## src/rtl/aes_pkg.sv

```systemverilog
// Shared Rijndael helpers: ShiftRows offsets, state byte addressing, legal NB values.
package aes_pkg;

  localparam int NB_128 = 4;
  localparam int NB_192 = 6;
  localparam int NB_256 = 8;

  function automatic bit nb_is_legal(input int nb);
    return (nb == NB_128) || (nb == NB_192) || (nb == NB_256);
  endfunction

  // Row 0 never moves; the 256-bit block uses the wider 1/3/4 spread.
  function automatic int shift_ofs(input int nb, input int row);
    if (row == 0) return 0;
    if (nb == NB_256) return (row == 1) ? 1 : (row == 2) ? 3 : 4;
    return row;
  endfunction

  function automatic int byte_idx(input int col, input int row, input int nb);
    return 4 * (col % nb) + row;
  endfunction

  // Byte 0 sits in the most significant byte of the state vector.
  function automatic int byte_lsb(input int idx, input int nb);
    return 8 * (4 * nb - 1 - idx);
  endfunction

endpackage

```

## src/rtl/shift_rows_perm.sv

```systemverilog
// Combinational ShiftRows / InvShiftRows byte permutation for an NB-column state.
module shift_rows_perm
  import aes_pkg::*;
#(
  parameter int NB = 4
) (
  input  logic [32*NB-1:0] state_i,
  input  logic             inv_i,
  output logic [32*NB-1:0] state_o
);

  logic [32*NB-1:0] fwd_state;
  logic [32*NB-1:0] inv_state;

  for (genvar c = 0; c < NB; c++) begin : g_col
    for (genvar r = 0; r < 4; r++) begin : g_row
      localparam int OFS   = shift_ofs(NB, r);
      localparam int SRC_F = (c + OFS) % NB;
      localparam int SRC_I = (c - OFS + NB) % NB;
      localparam int DST   = byte_lsb(byte_idx(c, r, NB), NB);

      assign fwd_state[DST +: 8] = state_i[byte_lsb(byte_idx(SRC_F, r, NB), NB) +: 8];
      assign inv_state[DST +: 8] = state_i[byte_lsb(byte_idx(SRC_I, r, NB), NB) +: 8];
    end
  end

  assign state_o = inv_i ? inv_state : fwd_state;

endmodule

```

## src/rtl/shift_rows_pipe.sv

```systemverilog
// Registered ShiftRows stage with valid/ready handshakes and per-block mode + tag.
// Define SHIFT_ROWS_SKID_EN to add a 1-entry skid buffer and fully registered in_ready.
module shift_rows_pipe
  import aes_pkg::*;
#(
  parameter int NB    = 4,
  parameter int TAG_W = 4
) (
  input  logic               clk,
  input  logic               rst_n,
  input  logic               in_valid,
  output logic               in_ready,
  input  logic               in_inv,
  input  logic [32*NB-1:0]   in_state,
  input  logic [TAG_W-1:0]   in_tag,
  output logic               out_valid,
  input  logic               out_ready,
  output logic [32*NB-1:0]   out_state,
  output logic [TAG_W-1:0]   out_tag,
  output logic               busy
);

  localparam int W = 32 * NB;

  if (!nb_is_legal(NB)) begin : g_bad_nb
    $fatal(1, "shift_rows_pipe: NB=%0d is not one of 4, 6, 8", NB);
  end

  logic [W-1:0]     perm_state;
  logic             accept;
  logic             out_free;
  logic             out_valid_q, out_valid_d;
  logic [W-1:0]     out_state_q, out_state_d;
  logic [TAG_W-1:0] out_tag_q,   out_tag_d;

  shift_rows_perm #(.NB(NB)) u_perm (
    .state_i (in_state),
    .inv_i   (in_inv),
    .state_o (perm_state)
  );

  assign accept   = in_valid && in_ready;
  assign out_free = !out_valid_q || out_ready;

`ifdef SHIFT_ROWS_SKID_EN
  logic             skid_valid_q, skid_valid_d;
  logic [W-1:0]     skid_state_q, skid_state_d;
  logic [TAG_W-1:0] skid_tag_q,   skid_tag_d;

  assign in_ready = !skid_valid_q;
  assign busy     = out_valid_q || skid_valid_q;

  // NOTE: every always_comb target gets a default first, so no path can infer a latch.
  always_comb begin
    out_valid_d  = out_valid_q;
    out_state_d  = out_state_q;
    out_tag_d    = out_tag_q;
    skid_valid_d = skid_valid_q;
    skid_state_d = skid_state_q;
    skid_tag_d   = skid_tag_q;
    if (out_free) begin
      if (skid_valid_q) begin
        out_valid_d  = 1'b1;
        out_state_d  = skid_state_q;
        out_tag_d    = skid_tag_q;
        skid_valid_d = 1'b0;
      end else begin
        out_valid_d = accept;
        if (accept) begin
          out_state_d = perm_state;
          out_tag_d   = in_tag;
        end
      end
    end else if (accept) begin
      // Output stalled: park the block, already permuted, until the output frees up.
      skid_valid_d = 1'b1;
      skid_state_d = perm_state;
      skid_tag_d   = in_tag;
    end
  end

  always_ff @(posedge clk or negedge rst_n) begin
    if (!rst_n) begin
      skid_valid_q <= 1'b0;
      skid_state_q <= '0;
      skid_tag_q   <= '0;
    end else begin
      skid_valid_q <= skid_valid_d;
      skid_state_q <= skid_state_d;
      skid_tag_q   <= skid_tag_d;
    end
  end
`else
  assign in_ready = out_free;
  assign busy     = out_valid_q;

  always_comb begin
    out_valid_d = out_valid_q;
    out_state_d = out_state_q;
    out_tag_d   = out_tag_q;
    if (out_free) begin
      out_valid_d = accept;
      if (accept) begin
        out_state_d = perm_state;
        out_tag_d   = in_tag;
      end
    end
  end
`endif

  // NOTE: state registers use non-blocking assignments so every flop samples pre-edge values.
  always_ff @(posedge clk or negedge rst_n) begin
    if (!rst_n) begin
      out_valid_q <= 1'b0;
      out_state_q <= '0;
      out_tag_q   <= '0;
    end else begin
      out_valid_q <= out_valid_d;
      out_state_q <= out_state_d;
      out_tag_q   <= out_tag_d;
    end
  end

  assign out_valid = out_valid_q;
  assign out_state = out_state_q;
  assign out_tag   = out_tag_q;

endmodule

```

## config.mk

```make
export PLATFORM = sky130hd
export DESIGN_NAME = shift_rows_pipe
export DESIGN_NICKNAME = d
export VERILOG_FILES = /design/src/rtl/aes_pkg.sv /design/src/rtl/shift_rows_perm.sv /design/src/rtl/shift_rows_pipe.sv
export SDC_FILE = /design/constraint.sdc
export NUM_CORES = 1
export LEC_CHECK = 0
export BUFFER_PORTS_ARGS = -buffer_cell sky130_fd_sc_hd__buf_2
export CAP_MARGIN = 40
export CORE_MARGIN = 4
export CORE_UTILIZATION = 50
export DETAILED_ROUTE_END_ITERATION = 7
export GPL_TIMING_DRIVEN = 0
export PLACE_DENSITY_LB_ADDON = 0.05
export SETUP_SLACK_MARGIN = 0.1
export SKIP_LAST_GASP = 1
export SLEW_MARGIN = 10
export SYNTH_ARGS = -nofsm -noshare
export SYNTH_HDL_FRONTEND = slang
export SYNTH_SLANG_ARGS = --single-unit
```

## constraint.sdc

```tcl
create_clock -name clk -period 2.7 [get_ports clk]
set_input_delay 0.135 -clock clk [delete_from_list [all_inputs] [get_ports clk]]
set_output_delay 0.135 -clock clk [all_outputs]
set_load 0.05 [all_outputs]
```

-- Word level (Yosys, flattened, before mapping)
Cells that the tools add are included.
- output and inout port bits: 135
- logic and storage cells: 8
- bits in registers: 133
- bits of input ports: 137
- multiplexer cells: 1
- reduce and logical (&&, ||, !) cells: 4
- operator list (operator ; number):
    $mux 120 ; 1
    $reduce_and 2->1 ; 1
    $logic_and 1x1->1 ; 1
    $logic_not 1->1 ; 1
    $logic_or 1x1->1 ; 1

-- Logic depth before layout (Yosys ltp)
Gate-level depths: netlist (run 1).
- depth in word-level cells: 4
- gate-level depth with buffers: 6
- gate-level depth less buffers: 3

-- Modules after synthesis
A second synthesis (run 1) with hierarchy kept.
- cells, all modules: 418
- area total of the unflattened synthesis: 6832.8 um^2
- modules (own cells, without submodules) (module ; times used ; area an instance (um^2) ; cells an instance):
    shift_rows_pipe ; 1 ; 5275.1 ; 283
    shift_rows_perm ; 1 ; 1557.7 ; 135

-- Worst setup path after synthesis (run 1)
No wires, ideal clock.
- path kind: register to register
- start point: reg out_valid_q, in the netlist busy
- end point: reg out_state_q[104], in the netlist out_state[104]
- cell stages (with the launch flop): 7
- library setup time: 0.125 ns
- path slack: 1.026 ns
- required time: 2.575 ns
- data arrival time: 1.548 ns
- cell sequence: dfrtp_1 nand2b_1 buf_2 nand2_2 buf_6 buf_6 mux2_4
- word-level cells in the longest chain between the ends: 4
- RTL lines (what ; RTL line ; RTL):
    start, declared ; shift_rows_pipe.sv:32 ; logic out_valid_q, out_valid_d;
    start signal, assigned ; shift_rows_pipe.sv:118 ; out_valid_q <= out_valid_d;
    $logic_not 1->1 * ; shift_rows_pipe.sv:43 ; assign out_free = !out_valid_q || out_ready;
    $logic_or 1x1->1 * ; shift_rows_pipe.sv:43 ;
    $logic_and 1x1->1 ; shift_rows_pipe.sv:42 ; assign accept = in_valid && in_ready;
    $reduce_and 2->1 (no source line) * ; n/a ;
    end signal, assigned ; shift_rows_pipe.sv:119 ; out_state_q <= out_state_d;
    end, declared ; shift_rows_pipe.sv:33 ; logic [W-1:0] out_state_q, out_state_d;
Mark *: on every way between the ends. The rest lies on a longest branch, timed or not.
A chain may end at the register's enable or synchronous reset.

-- Worst setup path in the final report (run 1)
- start point: reg out_valid_q, in the netlist busy
- end point: out in_ready
- word-level cells in the longest chain between the ends: 2
- RTL lines (what ; RTL line ; RTL):
    $logic_not 1->1 ; shift_rows_pipe.sv:43 ;
    $logic_or 1x1->1 ; shift_rows_pipe.sv:43 ;
    end, declared ; shift_rows_pipe.sv:12 ; output logic in_ready,
No other way between the ends.

==> results of run 1 <==
## worst min-delay path: stages
cell	delay, ns
buf_2	0.09
mux2i_1	0.06
a31oi_1	0.15
## power breakdown
| part | total, W | switching [W] | leakage, nW | internal [W] |
|---|---|---|---|---|
| sequential | 0.00245 | 0.000161 | 1.51 | 0.00229 |
| clock | 0.00213 | 0.000810 | 0.267 | 0.00132 |
| combinational | 0.00224 | 0.00160 | 2.41 | 0.000644 |
## cells in the mapped netlist, drive strengths merged
library cell	number
clkbuf	17
mux2	68
mux2i	64
nand2	1
nand2b	2
dfrtp	133
a21oi	64
a31oi	64
buf	27
## cell families after synthesis
kind of cell           Yosys count  synth area share, %
muxes                          132                 25.7
buffers and inverters           44                 3.80
and+or+nand+nor                  3                0.325
DFF                            133                 57.7
AOI/OAI and AO/OA              128                 12.5
## state kept, by name, indices dropped and copies added, names as in the netlist
signal / count
busy: 1
out_tag: 4
out_state: 128
## per-stage QoR
step	hold WS, ns	setup TNS (ns)	utilization, %
final	0.0633	0	77.3
after detailed placement	0.133	0	66.2
after global routing	0.0718	0	77.3
after global placement	0.367	-32.79	65.8
after floorplan	-0.161	0	-
after CTS	0.0485	0	77.2
## path summary, 6_finish.rpt
kind | from | end | slack, ns | depth (start not counted)
max | busy | in_ready | 0.76 | 5
min reg2reg | out_state[27] | out_state[27] | 0.50 | 1
min in group asynchronous | rst_n | out_state[90] | 0.25 | 2
max reg2reg | busy | out_state[97] | 1.11 | 5
max in group asynchronous | rst_n | out_state[9] | 1.68 | 3
min | in_state[38] | out_state[6] | 0.06 | 3
## metal layers
layer | GRT usage [%] | up-vias | routed length [microns]
met2 | 48.9 | 225 | 9650
met3 | 7.53 | 60 | 1520
li1 | - | 2360 | -
met4 | 13.0 | 2 | 656
met1 | 34.0 | 2495 | 7200
met5 | 0 | - | 7
## cell type report
class	instances	area (sq um)
flip-flops and latches	133	3330
fillers	715	2520
multi-input cells	263	2220
repair buffers	340	2080
clock buffers	25	485
plain buffers	44	219
well taps	140	175
clock inverters	5	50.0
diodes	3	7.51
## repair_timing
item / 4_1_cts / 5_1_grt
endpoints found under the hold margin: 122 / 0
setup buffers: 0 / 0
hold buffers: 69 / 0
==> run_results.csv, run 1 <==
group,metric,value,unit
timing,finalCriticalPeriod,1.94,ns
place,dp_slack,1.08,ns
timing,period_share,71.9,%
place,port_buffers,270,
clock_network,cts_tree,"yes",
yosys,synth-seq-area-share,57.7,%
clock_network,clkLatencyLatePin,0.41,ns
routing,drt-pass1-iter-count,4,
routing,routed_wl,19000,microns
global_routing,grt_pass1_vias,5442,
timing,layout_setup_ws,0.758,ns
yosys,ys_seq_elements,133,
timing,rsz0062_at_grt,"false",
die,die_width,115,microns
worst_setup_path,required,2.57,ns
yosys,syn_inst,440,
clock_network,root_buffer,"clkbuf_16",
cells_and_area,drive_gt1_share,48.3,%
min_path,hold_class,"in -> reg",
worst_setup_path,cp.arrival,1.81,ns
place,dpl_cell_area,7330,sq um
routing,ant_nets,0,
worst_setup_path,path_class,"reg -> out",
clock_network,ctsHtreeMaxLevel,4,
global_routing,antenna_found_initial,4,
clock_network,clkSinkCount,133,
worst_setup_path,cpMostUsedCell,"buf_2",
pwr,power.total,0.00683,W
pwr,p_per_area,797,nW/um^2
die,io_pins,272,
timing,worstMarginPinSlew,0.563,ns
worst_setup_path,critPathBufInv,4,
timing,slew-limit-headroom,62.5,%
routing,drc,0,
timing,finalClockSkew,0.00609,ns
routing,vias_per_cell,5.40,
timing,finalHoldViolCount,0,
clock_network,clk_pin_slew,0.05,ns
timing,fmax,515,MHz
die,dieArea,13300,sq um
worst_setup_path,cp-end-kind,"output pin",
worst_setup_path,crit_chain,"nand2b_1 > buf_2 > buf_2 > buf_2 > buf_2",
global_routing,track_usage,28.7,%
yosys,synth_area,5770,sq um
die,initial_core_util,52.1,%
place,place_congestion,0.792,
worst_setup_path,startpoint_type,"register",
yosys,synth_top_area_cell,"dfrtp_1",
worst_setup_path,path_delay_family,"buffers and inverters",
job,maxCapViolations,0,
clock_network,clockBufferDepth,2,
yosys,synth.area.top_cells,"dfrtp_1 (58%), mux2i_1 (11%), mux2_2 (9.4%)",
place,dpl.hpwl,12500,microns
cells_and_area,areaGrowthSynthToFinish,48.4,%
worst_setup_path,critPathSlowestCell,"dfrtp_1",
routing,first_iter_violations,296,
cells_and_area,final_net_count,936,
timing,setup-violations-final,0,
yosys,syn_area_per_cell,13.1,sq um
yosys,synth_top_cell_area_share,57.7,%
pwr,irDropWorstVdd,0.000544,V
global_routing,grt_max_degree,80,
status,status,"completed",
die,die_h,115,microns
die,core,11100,sq um
routing,wl_per_cell,20.0,microns
die,row_count,38,
cells_and_area,final_cell_mix,"buf_2 (291), dfrtp_1 (133), dlygate4sd3_1 (69)",
timing,maxSlewViolCount,0,
cells_and_area,design_area,8560,sq um
pwr,power.leakage,4.18,nW
routing,num_vias,5142,
clock_network,cts_buffers,17,
cells_and_area,fin_cells,953,
worst_setup_path,critical_path.max_stage_delay,0.40,ns
yosys,yosysUniqueCellTypes,13,
global_routing,grt_pass1_wl,29000,microns
yosys,yosysWarningCount,0,
worst_setup_path,worstPathMaxFanout,10,
yosys,synth_nets,577,
clock_network,ctsResizeCount,0,
place,place_inst,851,
cells_and_area,final_common_cell,"buf_2",
global_routing,grt-ovfl-total,0,
(Power assumes the default switching activity.)
==> run 2: changes to the inputs <==
CORE_UTILIZATION = 47   (was 50)
clock period = 2 ns   (was 2.7 ns; I/O delays follow)
==> run 2 against run 1 <==
Net effect:
- via count decreased by 1.2%
- clock skew increased by 0.0022 ns
- critical endpoint unchanged
- worst setup slack got worse by 0.55 ns
- critical path depth unchanged
- critical path type unchanged
==> run_results.csv, run 2 (same netlist as run 1, synthesis figures left out) <==
group,metric,value,unit
status,status,"completed",
timing,slew-limit-headroom,59.7,%
die,dieArea,14100,sq um
clock_network,cts_buffers,17,
routing,first_iter_violations,368,
cells_and_area,final_cell_mix,"buf_2 (288), dfrtp_1 (133), dlygate4sd3_1 (69)",
pwr,p_int,0.00574,W
worst_setup_path,path_class,"reg -> out",
die,die_h,119,microns
pwr,seqPwrFrac,36.0,%
pwr,swShare,37.2,%
routing,routed_wl,18200,microns
clock_network,ctsHtreeMaxLevel,4,
place,port_buffers,270,
cells_and_area,fill_cells,862,
cells_and_area,fin_util,71.4,%
pwr,combPwrFrac,33.0,%
timing,rsz0062_at_grt,"false",
timing,finalCriticalPeriod,1.79,ns
die,io_pins,272,
worst_setup_path,startpoint_type,"register",
worst_setup_path,cp-end-kind,"output pin",
worst_setup_path,required,1.90,ns
global_routing,grt_pass1_wl,28700,microns
worst_setup_path,r2r-start,"busy",
worst_setup_path,cp.arrival,1.69,ns
die,die_width,119,microns
die,row_count,40,
global_routing,grt_pass1_vias,5360,
timing,maxSlewViolCount,0,
min_path,hold_class,"in -> reg",
pwr,power.total,0.00915,W
place,place_congestion,0.825,
clock_network,clockBufferDepth,2,
worst_setup_path,rr_endpoint,"out_state[88]",
timing,fmax,558,MHz
place,dpl.hpwl,12400,microns
pwr,irDropWorstVdd,0.000457,V
cells_and_area,final_common_cell,"buf_2",
routing,num_vias,5081,
timing,period_share,89.7,%
min_path,min_from,"in_state[67]",
clock_network,cts_tree,"yes",
pwr,p_per_area,1070,nW/um^2
global_routing,antenna_found_initial,1,
pwr,clkPwrFrac,31.0,%
worst_setup_path,reg2reg_depth,6,
clock_network,clkSinkCount,133,
global_routing,track_usage,26.0,%
routing,wl_per_cell,19.0,microns
worst_setup_path,rrSetupSlack,0.39,ns
routing,drc,0,
timing,worstMarginPinSlew,0.604,ns
pwr,power.leakage,4.19,nW
die,initial_core_util,48.0,%
cells_and_area,areaGrowthSynthToFinish,48.6,%
pwr,p_sw,0.00341,W
clock_network,clk_pin_slew,0.06,ns
cells_and_area,diodes,0,
global_routing,grt-ovfl-total,0,
job,maxCapViolations,0,
timing,finalClockSkew,0.00832,ns
die,core,12000,sq um
global_routing,grt_max_degree,71,
cells_and_area,final_net_count,936,
clock_network,root_buffer,"clkbuf_16",
timing,finalHoldViolCount,0,
min_path,holdPathEnd,"out_state[35]",
clock_network,clkLatencyLatePin,0.41,ns
routing,drt-pass1-iter-count,4,
routing,ant_nets,0,
min_path,hold_depth,3,
cells_and_area,largest_register_ffs,128,
cells_and_area,drive_gt1_share,48.3,%
routing,vias_per_cell,5.31,
timing,setup-violations-final,0,
worst_setup_path,worstPathMaxFanout,10,
[run 2: cell count changes in the layout (fill, tap and decap cells not counted)]
cell,before,now
diode_2,3,0
buf_2,291,288
clkbuf_4,0,1
buf_4,1,3
[run 2: worst max path at each step]
stage	start	endpoint	slack (ns)	cells after the start
after floorplan	busy	out_state[104]	0.33	6
after global placement	rst_n	out_state[97]	-0.91	1
after detailed placement	busy	out_state[98]	0.38	5
after CTS	busy	in_ready	0.16	5
after global routing	busy	in_ready	0.13	5
final	busy	in_ready	0.21	5
[run 2: final cells by class]
type	instances	area, sq um	share of cell area [%]
multi-input cells	263	2220	25.9
clock inverters	5	50.0	0.584
flip-flops and latches	133	3330	38.8
plain buffers	44	224	2.61
well taps	147	184	2.15
clock buffers	25	485	5.66
repair buffers	340	2080	24.2
[run 2: timing repair]
| action | in CTS | in global routing |
|---|---|---|
| gates resized for setup | 2 | 1 |
| buffers inserted | 0 | 0 |
| hold buffers | 69 | 0 |
| setup endpoints to repair | 1 | 1 |
| endpoints found under the hold margin | 131 | 0 |
[run 2: routing by layer]
layer	wire, microns	part of all wire [%]	up-vias	GRT usage [%]
li1	-	-	2358	-
met1	7170	39	2476	30.2
met2	9280	51	210	44.6
met3	1270	7.0	35	7.75
met4	508	2.8	2	10.9
met5	11	0.060	-	0
[run 2: through the flow]
stage          setup slack [ns]  TNS [ns]  std cells  hold WS [ns]  instance area [sq um]
4_1_cts                   0.156         0        957        0.0177                   8570
3_5_place_dp              0.375         0        858         0.130                   7340
2_1_floorplan             0.326         0        440        -0.196                   5770
6_report                  0.206         0        957        0.0280                   8570
3_3_place_gp             -0.913   -120.64        857         0.333                   7300
5_1_grt                   0.125         0        957        0.0246                   8570
[run 2: worst max-delay path, cell delays in order, from the launching register on]
cell      delay [ns]
dfrtp_1         0.40
nand2b_1        0.10
buf_2           0.16
clkbuf_4        0.21
buf_4           0.20
buf_4           0.22
[run 2: power by group through the flow]
stage,registers [W],logic (W),clock network [W]
floorplan,0.00474,0.000656,0
global placement,0.00331,0.00287,0
detailed placement,0.00333,0.00290,0
CTS,0.00329,0.00302,0.00289
global route,0.00334,0.00317,0.00300
finish,0.00330,0.00302,0.00283
